## src/rtl/racket_control_if.sv

```systemverilog
// Frame-rate signal bundle between the video/ball logic and the racket controller.
// Clock and reset stay outside the interface as plain ports.
interface racket_control_if;
  logic        end_of_frame;
  logic        p1_up;
  logic        p1_down;
  logic        p2_up;
  logic        p2_down;
  logic        screen_idle;
  logic        screen_single;
  logic        screen_multi;
  logic [10:0] y_pos_of_ball;
  logic [9:0]  pos_of_player_1;
  logic [9:0]  pos_of_player_2;

  modport master (
    output end_of_frame, p1_up, p1_down, p2_up, p2_down,
           screen_idle, screen_single, screen_multi, y_pos_of_ball,
    input  pos_of_player_1, pos_of_player_2
  );

  modport slave (
    input  end_of_frame, p1_up, p1_down, p2_up, p2_down,
           screen_idle, screen_single, screen_multi, y_pos_of_ball,
    output pos_of_player_1, pos_of_player_2
  );
endinterface

```

## src/rtl/racket_control.sv

```systemverilog
// Racket position controller: button-driven accelerating rackets, ball-tracking AI
// for racket 2 in single-player mode, re-centring on the idle screen.
module racket_control #(
  parameter int SCREEN_HEIGHT = 768,
  parameter int RACKET_HEIGHT = 80,
  parameter int BALL_SIZE     = 15,
  parameter int MIN_SPEED     = 2,
  parameter int MAX_SPEED     = 8,
  parameter int ACCEL_FRAMES  = 4,
  parameter int AI_SPEED      = 4,
  parameter int AI_DEADBAND   = 8
) (
  input  logic             clk65MHz,
  input  logic             rst_n,
  racket_control_if.slave  bus
);

  localparam int unsigned CNT_W = $clog2(ACCEL_FRAMES + 1);

  localparam logic [10:0]      POS_MAX  = 11'(SCREEN_HEIGHT - RACKET_HEIGHT);
  localparam logic [9:0]       CENTER   = 10'((SCREEN_HEIGHT - RACKET_HEIGHT) / 2);
  localparam logic [10:0]      MIN_SPD  = 11'(MIN_SPEED);
  localparam logic [10:0]      MAX_SPD  = 11'(MAX_SPEED);
  localparam logic [10:0]      AI_SPD   = 11'(AI_SPEED);
  localparam logic [10:0]      AI_DB    = 11'(AI_DEADBAND);
  localparam logic [10:0]      HALF_RKT = 11'(RACKET_HEIGHT / 2);
  localparam logic [10:0]      HALF_BAL = 11'(BALL_SIZE / 2);
  localparam logic [CNT_W-1:0] ACC_LAST = CNT_W'(ACCEL_FRAMES);

  typedef enum logic [1:0] {STOP, MOVE_UP, MOVE_DOWN} dir_t;

  typedef struct packed {
    dir_t             st;
    logic [10:0]      spd;
    logic [CNT_W-1:0] cnt;
    logic [9:0]       pos;
  } racket_t;

  localparam racket_t RACKET_RST = '{st: STOP, spd: MIN_SPD, cnt: '0, pos: CENTER};

  function automatic logic [9:0] step_up(input logic [9:0] pos, input logic [10:0] spd);
    logic [10:0] p;
    p = {1'b0, pos};
    return (p < spd) ? '0 : 10'(p - spd);
  endfunction

  function automatic logic [9:0] step_down(input logic [9:0] pos, input logic [10:0] spd);
    logic [10:0] p;
    p = {1'b0, pos} + spd;
    return (p > POS_MAX) ? 10'(POS_MAX) : 10'(p);
  endfunction

  // One frame of the button FSM; a direction change or a start from STOP restarts the ramp.
  function automatic racket_t btn_step(input racket_t r, input logic up, input logic down);
    racket_t          n;
    dir_t             want;
    logic [10:0]      s;
    logic [CNT_W-1:0] c;
    n = r;
    if (up && !down)
      want = MOVE_UP;
    else if (down && !up)
      want = MOVE_DOWN;
    else
      want = STOP;

    if (want == STOP) begin
      n.st  = STOP;
      n.spd = MIN_SPD;
      n.cnt = '0;
    end else begin
      s = (r.st == want) ? r.spd : MIN_SPD;
      c = (r.st == want) ? r.cnt : '0;
      n.pos = (want == MOVE_UP) ? step_up(r.pos, s) : step_down(r.pos, s);
      c = c + CNT_W'(1);
      if (c == ACC_LAST) begin
        c = '0;
        s = (s >= MAX_SPD) ? MAX_SPD : s + 11'd1;
      end
      n.st  = want;
      n.spd = s;
      n.cnt = c;
    end
    return n;
  endfunction

  logic [3:0] sync_a;
  logic [3:0] sync_b;
  logic [3:0] btn_raw;

  racket_t r1;
  racket_t r2;
  racket_t r1_btn;
  racket_t r2_btn;
  racket_t r2_ai;

  logic [10:0] rc;
  logic [10:0] bc;
  logic [9:0]  ai_pos;

  assign btn_raw = {bus.p2_down, bus.p2_up, bus.p1_down, bus.p1_up};

  always_comb begin
    r1_btn = btn_step(r1, sync_b[0], sync_b[1]);
    r2_btn = btn_step(r2, sync_b[2], sync_b[3]);

    rc     = {1'b0, r2.pos} + HALF_RKT;
    bc     = bus.y_pos_of_ball + HALF_BAL;
    ai_pos = r2.pos;
    if (bc < rc - AI_DB)
      ai_pos = step_up(r2.pos, AI_SPD);
    else if (bc > rc + AI_DB)
      ai_pos = step_down(r2.pos, AI_SPD);
    r2_ai = '{st: STOP, spd: MIN_SPD, cnt: '0, pos: ai_pos};
  end

  always_ff @(posedge clk65MHz or negedge rst_n) begin
    if (!rst_n) begin
      sync_a <= '0;
      sync_b <= '0;
      r1     <= RACKET_RST;
      r2     <= RACKET_RST;
    end else begin
      sync_a <= btn_raw;
      sync_b <= sync_a;
      if (bus.end_of_frame) begin
        if (bus.screen_idle) begin
          r1 <= RACKET_RST;
          r2 <= RACKET_RST;
        end else if (bus.screen_single) begin
          r1 <= r1_btn;
          r2 <= r2_ai;
        end else if (bus.screen_multi) begin
          r1 <= r1_btn;
          r2 <= r2_btn;
        end
      end
    end
  end

  assign bus.pos_of_player_1 = r1.pos;
  assign bus.pos_of_player_2 = r2.pos;

endmodule

```

## src/flat_wrapper.sv

```systemverilog
// flat-port wrapper written by rule: the top's interface ports become plain ports
module racket_control_flat 
#(
  parameter int SCREEN_HEIGHT = 768,
  parameter int RACKET_HEIGHT = 80,
  parameter int BALL_SIZE     = 15,
  parameter int MIN_SPEED     = 2,
  parameter int MAX_SPEED     = 8,
  parameter int ACCEL_FRAMES  = 4,
  parameter int AI_SPEED      = 4,
  parameter int AI_DEADBAND   = 8
)
  (clk65MHz, rst_n, bus_end_of_frame, bus_p1_up, bus_p1_down, bus_p2_up, bus_p2_down, bus_screen_idle, bus_screen_single, bus_screen_multi, bus_y_pos_of_ball, bus_pos_of_player_1, bus_pos_of_player_2);
  racket_control_if bus_i ();
  input  logic clk65MHz;
  input  logic rst_n;
  input wire logic [$bits(bus_i.end_of_frame)-1:0] bus_end_of_frame;
  input wire logic [$bits(bus_i.p1_up)-1:0] bus_p1_up;
  input wire logic [$bits(bus_i.p1_down)-1:0] bus_p1_down;
  input wire logic [$bits(bus_i.p2_up)-1:0] bus_p2_up;
  input wire logic [$bits(bus_i.p2_down)-1:0] bus_p2_down;
  input wire logic [$bits(bus_i.screen_idle)-1:0] bus_screen_idle;
  input wire logic [$bits(bus_i.screen_single)-1:0] bus_screen_single;
  input wire logic [$bits(bus_i.screen_multi)-1:0] bus_screen_multi;
  input wire logic [$bits(bus_i.y_pos_of_ball)-1:0] bus_y_pos_of_ball;
  output wire logic [$bits(bus_i.pos_of_player_1)-1:0] bus_pos_of_player_1;
  output wire logic [$bits(bus_i.pos_of_player_2)-1:0] bus_pos_of_player_2;
  assign bus_i.end_of_frame = bus_end_of_frame;
  assign bus_i.p1_up = bus_p1_up;
  assign bus_i.p1_down = bus_p1_down;
  assign bus_i.p2_up = bus_p2_up;
  assign bus_i.p2_down = bus_p2_down;
  assign bus_i.screen_idle = bus_screen_idle;
  assign bus_i.screen_single = bus_screen_single;
  assign bus_i.screen_multi = bus_screen_multi;
  assign bus_i.y_pos_of_ball = bus_y_pos_of_ball;
  assign bus_pos_of_player_1 = bus_i.pos_of_player_1;
  assign bus_pos_of_player_2 = bus_i.pos_of_player_2;
  racket_control #(.SCREEN_HEIGHT(SCREEN_HEIGHT), .RACKET_HEIGHT(RACKET_HEIGHT), .BALL_SIZE(BALL_SIZE), .MIN_SPEED(MIN_SPEED), .MAX_SPEED(MAX_SPEED), .ACCEL_FRAMES(ACCEL_FRAMES), .AI_SPEED(AI_SPEED), .AI_DEADBAND(AI_DEADBAND)) u_core (.clk65MHz(clk65MHz), .rst_n(rst_n), .bus(bus_i));
endmodule
```

## config.mk

```make
export PLATFORM = sky130hd
export DESIGN_NAME = racket_control_flat
export DESIGN_NICKNAME = d
export VERILOG_FILES = /design/src/rtl/racket_control_if.sv /design/src/rtl/racket_control.sv /design/src/flat_wrapper.sv
export SDC_FILE = /design/constraint.sdc
export NUM_CORES = 1
export LEC_CHECK = 0
export CELL_PAD_IN_SITES_DETAIL_PLACEMENT = 0
export CELL_PAD_IN_SITES_GLOBAL_PLACEMENT = 1
export CORE_MARGIN = 3
export CORE_UTILIZATION = 47
export CTS_CLUSTER_DIAMETER = 100
export CTS_CLUSTER_SIZE = 40
export DETAILED_ROUTE_END_ITERATION = 12
export DONT_BUFFER_PORTS = 1
export PLACE_DENSITY = 0.86
export SLEW_MARGIN = 10
export SYNTH_ARGS = -nofsm -noshare
export SYNTH_HDL_FRONTEND = slang
export SYNTH_SLANG_ARGS = --single-unit
```

## constraint.sdc

```tcl
create_clock -name clk65MHz -period 7.1 [get_ports clk65MHz]
set_input_delay 0.71 -clock clk65MHz [delete_from_list [all_inputs] [get_ports clk65MHz]]
set_output_delay 0.71 -clock clk65MHz [all_outputs]
set_load 0.01 [all_outputs]
```

# After elaboration in Yosys (flattened, before gate mapping)
# Index checks and enable logic that the tools add are counted.
dict set report classes {
  muxes 34
  n_addsub 14
  n_eq_ne 8
  magnitude_cmp 10
  n_reduce_logical 13
}
# operator n
set ops {}
lappend ops {{26-bit 2-to-1 mux} 6}
lappend ops {{10-bit 2-to-1 mux} 12}
lappend ops {{11-bit 2-to-1 mux} 6}
lappend ops {{11-bit by 10-bit > comparator with 1-bit output, second input constant} 3}
lappend ops {{16-bit 2-to-1 mux} 2}
lappend ops {{10-bit by 11-bit adder with 11-bit output} 2}
lappend ops {{11-bit by 1-bit adder with 11-bit output, second input constant} 2}
lappend ops {{11-bit by 4-bit >= comparator with 1-bit output, second input constant} 2}
lappend ops {{10-bit by 11-bit < comparator with 1-bit output} 2}
lappend ops {{10-bit subtractor} 2}
lappend ops {{3-bit 2-to-1 mux} 4}
lappend ops {{10-bit by 3-bit adder with 11-bit output, second input constant} 1}
lappend ops {{10-bit by 6-bit adder with 11-bit output, second input constant} 1}
lappend ops {{11-bit by 3-bit adder with 11-bit output, second input constant} 1}
lappend ops {{11-bit by 4-bit adder with 11-bit output, second input constant} 1}
lappend ops {{11-bit > comparator} 1}
lappend ops {{11-bit < comparator} 1}
lappend ops {{11-bit by 4-bit subtractor with 11-bit output, second input constant} 1}
lappend ops {{10-bit by 3-bit < comparator with 1-bit output, second input constant} 1}
lappend ops {{10-bit by 3-bit subtractor with 10-bit output, second input constant} 1}
lappend ops {{2-bit 2-to-1 mux} 4}
lappend ops {{3-bit by 1-bit adder with 3-bit output, second input constant} 2}
lappend ops {{3-bit equality test, second input constant} 2}
lappend ops {{2-bit by 1-bit equality test with 1-bit output, second input constant} 2}
lappend ops {{other kinds (9)} 17}
dict set report totals {
  out_inout_bits 20
  input_bits 21
  register_bits 60
  word_cells 89
}

# Logic depth before layout (Yosys ltp)
dict set report logic_depth {
  word_depth 14
  mapped_depth 19
  mapped_depth_nobuf 18
}

# Worst setup path after synthesis
# No wires, ideal clock.
dict set report synth_timing {
  kind {reg2reg}
  startpoint {reg u_core.r2, in the netlist u_core.bus.pos_of_player_2[3]}
  endpoint {reg u_core.r2, in the netlist u_core.bus.pos_of_player_2[3]}
  period_less_slack_ns 4.015
  required_time_ns 7.002
  arrival_ns 3.917
  path_stages_with_launch 16
  slack_ns 3.085
  setup_ns 0.098
  n_path_buf 2
  cell_sequence {dfstp_2 > ha_1 > buf_2 > o21ai_0 > xor2_1 > nand3b_1 > mux2_2 > a31oi_1 > ha_1 > a22o_1 > o41ai_1 > o21a_1 > nor2_1 > a221o_1 > clkbuf_1 > a221oi_1}
}
dict set report synth_between {
  elab_chain_cells 8
  elab_cells_between_ends 26
  classes_between {7 x add/sub; 6 x order compare; 1 x eq/ne; 11 x mux; 1 x reduce/logical}
}
# item line
set synth_lines {}
lappend synth_lines {{from (decl)} racket_control.sv:92} ;# racket_t r2;
lappend synth_lines {{from (signal assigned)} racket_control.sv:132} ;# r2 <= r2_ai;
lappend synth_lines {{from (signal assigned)} racket_control.sv:135} ;# r2 <= r2_btn;
lappend synth_lines {{branches (longest 8 deep; another with 10-bit by 6-bit adder with 11-bit output)} n/a}
# Parallel ways; which one is timed is not known. The select of a mux whose other input is x is not followed.
# A chain may end at the register's enable or synchronous reset.

==> impl_metrics.csv <==
group,metric,value,unit
status,outcome,"finished clean",
routing,num_vias,5860,
routing,drt_pass1_iterations,5,
layout,final_core_util,0.506,
setup_path,critical_path.cell_chain,"inv_1 > ha_1 > nor3_1 > nand3b_1 > mux2_2 > a31oi_1 > ha_1 > a22o_1 > o41ai_1 > o21a_1 > nor2_1 > a221o_1 > nor2_1 > a22o_1",
setup_path,worst_path_max_delay_cell,"dfstp_2",
clock_network,path_clk_slew,0.06,ns
synthesis,netlist_instances,806,
place,place_inst,928,
clock_network,tritoncts.num_buffers,9,
synthesis,synth_nets,903,
synthesis,synthFlopType,"dfrtp_1",
setup_path,worstSetupStartpointType,"flip-flop",
clock_network,clockBufferDepth,2,
clock_network,insertion_delay,0.34,ns
synthesis,synthesis.yosys.warnings,0,
synthesis,yosysSeqAreaShare,0.228,
synthesis,syn_area_per_cell,8.24,um^2
routing,postRouteAntennaNets,0,
clock_network,post-cts-setup-buffer-count,0,
setup_path,critical_path.max_stage_delay,0.75,ns
layout,finalInstanceArea,6840,um^2
place,port_buffers,0,
setup_path,worst_case_register_to_register_setup_slack,2.11,ns
die,floorplan.initialDensity,0.491,
synthesis,synth_enable_flop_cells,0,
die,ios,41,
setup_path,cp_num_buf_inv,1,
synthesis,number_of_distinct_library_cell_variants_in_the_gate_level_netlist_after_synthesis,85,
synthesis,synthesis.area,6640,um^2
power_and_ir_drop,p_leak,2.98,nW
setup_path,worstReg2RegEnd,"u_core.r2[11]$_DFFE_PN0P_",
sta,slew_headroom,0.356,
global_route,grtUsageTotal,0.218,
die,placement_rows,42,
die,die_area,15600,um^2
clock_network,clock-sinks,60,
setup_path,reg2regPathDepth,14,
sta,worst_slew_pin_slew,0.962,ns
layout,ff_latch_area,1510,um^2
routing,viasPerCell,6.21,
routing,drt_iter0_drc,481,
sta,fmax,200,MHz
synthesis,ys_async_sr_fraction,1.00,
routing,remaining_drc_errors,0,
place,sum_of_net_half_perimeters_after_detailed_placement,13.2,mm
sta,ratio_of_final_minimum_period_to_clock_period,0.703,
sta,finalSetupViolations,0,
setup_path,worst-endpoint-arrival,5.26,ns
layout,instances_no_fill,944,
clock_network,clock_tree_from_tritoncts,"done",
global_route,first_pass_grt_wire_length,28.3,mm
clock_network,post_cts_resized,0,
setup_path,worstPathMaxFanout,15,
layout,drive_above_1_share,0.0742,
layout,areaGrowthSynthToFinish,3.02,%
layout,layout.cells.most_common_list,"nand2_1 (93), ha_1 (72), dfrtp_1 (50)",
min_path,min-delay-path-class,"in2async",
place,finalWeightedCongestion,0.981,
global_route,grt_antenna_before_repair,0,
clock_network,clock_tree.root_cell,"clkbuf_16",
die,chipWidth,125,um
place,detailed_place.area,6550,um^2
sta,hold-worst-slack,0.0690,ns
global_route,grt_max_degree,61,
clock_network,cts_htree_levels,3,
setup_path,critical_path.startpoint,"u_core.bus.pos_of_player_2[3]$_DFFE_PN1P_",
routing,drt-total-wl,17.2,mm
layout,final_common_cell,"nand2_1",
setup_path,cp_top_family,"compound AO/OA/AOI/OAI gates",
die,design.core.area,13500,um^2
setup_path,critPathCaptureType,"flip-flop",
sta,period_minus_slack,4.99,ns
setup_path,worstReg2RegStart,"u_core.bus.pos_of_player_2[3]$_DFFE_PN1P_",
layout,area_used_by_multi_input_combinational_logic,4610,um^2
sta,grt_setup_unrepaired,"no",
layout,layout.filler_cells,1296,
job,maxCapViolCount,0,
setup_path,criticalPathCategory,"reg2reg",
global_route,overflow,0,
layout,nets,860,
sta,slew_viol_final,0,
sta,number_of_endpoints_with_negative_hold_slack_in_the_final_report,0,
synthesis,synth_seq_cells,60,
clock_network,holdBufCountCts,0,
global_route,grt_pass1_vias,5618,
routing,post_drt_wl_per_cell,18.3,um
power_and_ir_drop,worst_ir_drop_vdd,0.111,mV
power_and_ir_drop,power.density,326,nW/um^2
layout,diodes,0,
setup_path,worstPathRequired,7.37,ns
die,die_height,125,um
sta,finalSetupTns,0,ns
sta,fin_worst_skew,0.00912,ns
power by group:
group          switching (mW)  internal (mW)  total, mW
Combinational           0.738          0.522       1.26
Clock                   0.156          0.270      0.426
Sequential              0.151          0.390      0.541
worst reg2reg max path: cells and delay by family (launching register included):
kind	cells	cell delay [ns]
buffers and inverters	1	0.23
adders and majority gates	2	0.65
DFF	1	0.75
muxes	1	0.32
AOI/OAI and AO/OA	6	1.85
and+or+nand+nor	4	1.13
per-layer routing:
layer  up-vias  GRT usage  routed length, um
met2       182      0.357               8020
li1       2798          -                  -
met5         -          0                  0
met4         0     0.0689                368
met3        36     0.0472                942
met1      2844      0.288               7900
through the flow:
stage               total power, mW  setup slack (ns)
floorplan                      1.55              3.08
CTS                            2.22              2.11
finish                         2.23              2.11
detailed placement             1.78              2.15
global route                   2.40              1.76
global placement               1.74              2.21
area by class of cell:
class / instances / share of cell area
clock buffers: 11 / 0.0340
clock inverters: 5 / 0.00769
inverters: 49 / 0.0269
multi-input cells: 640 / 0.674
flip-flops and latches: 60 / 0.221
well taps: 176 / 0.0322
repair buffers: 3 / 0.00329
synthesized netlist by cell type (all sizes together), types with 11 or more instances:
cell | n | area [um^2]
o21ai | 46 | 234
inv | 49 | 184
buf | 39 | 264
clkbuf | 18 | 67.6
nand2b | 16 | 100
o21a | 12 | 105
nand3 | 18 | 90.1
nor2 | 47 | 176
nor4 | 11 | 83.8
xor2 | 23 | 201
xnor2 | 41 | 393
a21oi | 42 | 210
o31ai | 12 | 90.1
ha | 72 | 901
nor3 | 17 | 85.1
a22o | 16 | 140
dfrtp | 50 | 1250
nand2 | 94 | 355
and3 | 12 | 75.1
nor2b | 22 | 138
registers in the layout (all words and copies together), names as in the netlist:
register	cells
u_core.r2	16
u_core.sync_a	4
u_core.sync_b	4
u_core.r1	16
u_core.bus.pos_of_player_2	10
u_core.bus.pos_of_player_1	10
worst max path at each step:
| stage | slack, ns | to | cells past startpoint |
|---|---|---|---|
| floorplan | 3.08 | u_core.bus.pos_of_player_2[3]$_DFFE_PN1P_ | 15 |
| global placement | 2.21 | u_core.r2[11]$_DFFE_PN0P_ | 14 |
| detailed placement | 2.15 | u_core.r2[11]$_DFFE_PN0P_ | 14 |
| CTS | 2.11 | u_core.r2[11]$_DFFE_PN0P_ | 14 |
| global route | 1.76 | u_core.bus.pos_of_player_2[3]$_DFFE_PN1P_ | 14 |
| finish | 2.11 | u_core.r2[11]$_DFFE_PN0P_ | 14 |
kinds of logic after synthesis:
| kind of cell | count (synthesis) | synth area share |
|---|---|---|
| XOR/XNOR | 64 | 0.0895 |
| AND/OR/NAND/NOR | 281 | 0.213 |
| adder cells (fa/ha/maj) | 76 | 0.148 |
| multiplexers | 4 | 0.00716 |
| buffers and inverters | 106 | 0.0777 |
| AO/OA/AOI/OAI | 215 | 0.237 |
| flip-flops | 60 | 0.228 |
Power figures use the tool's default switching activity.
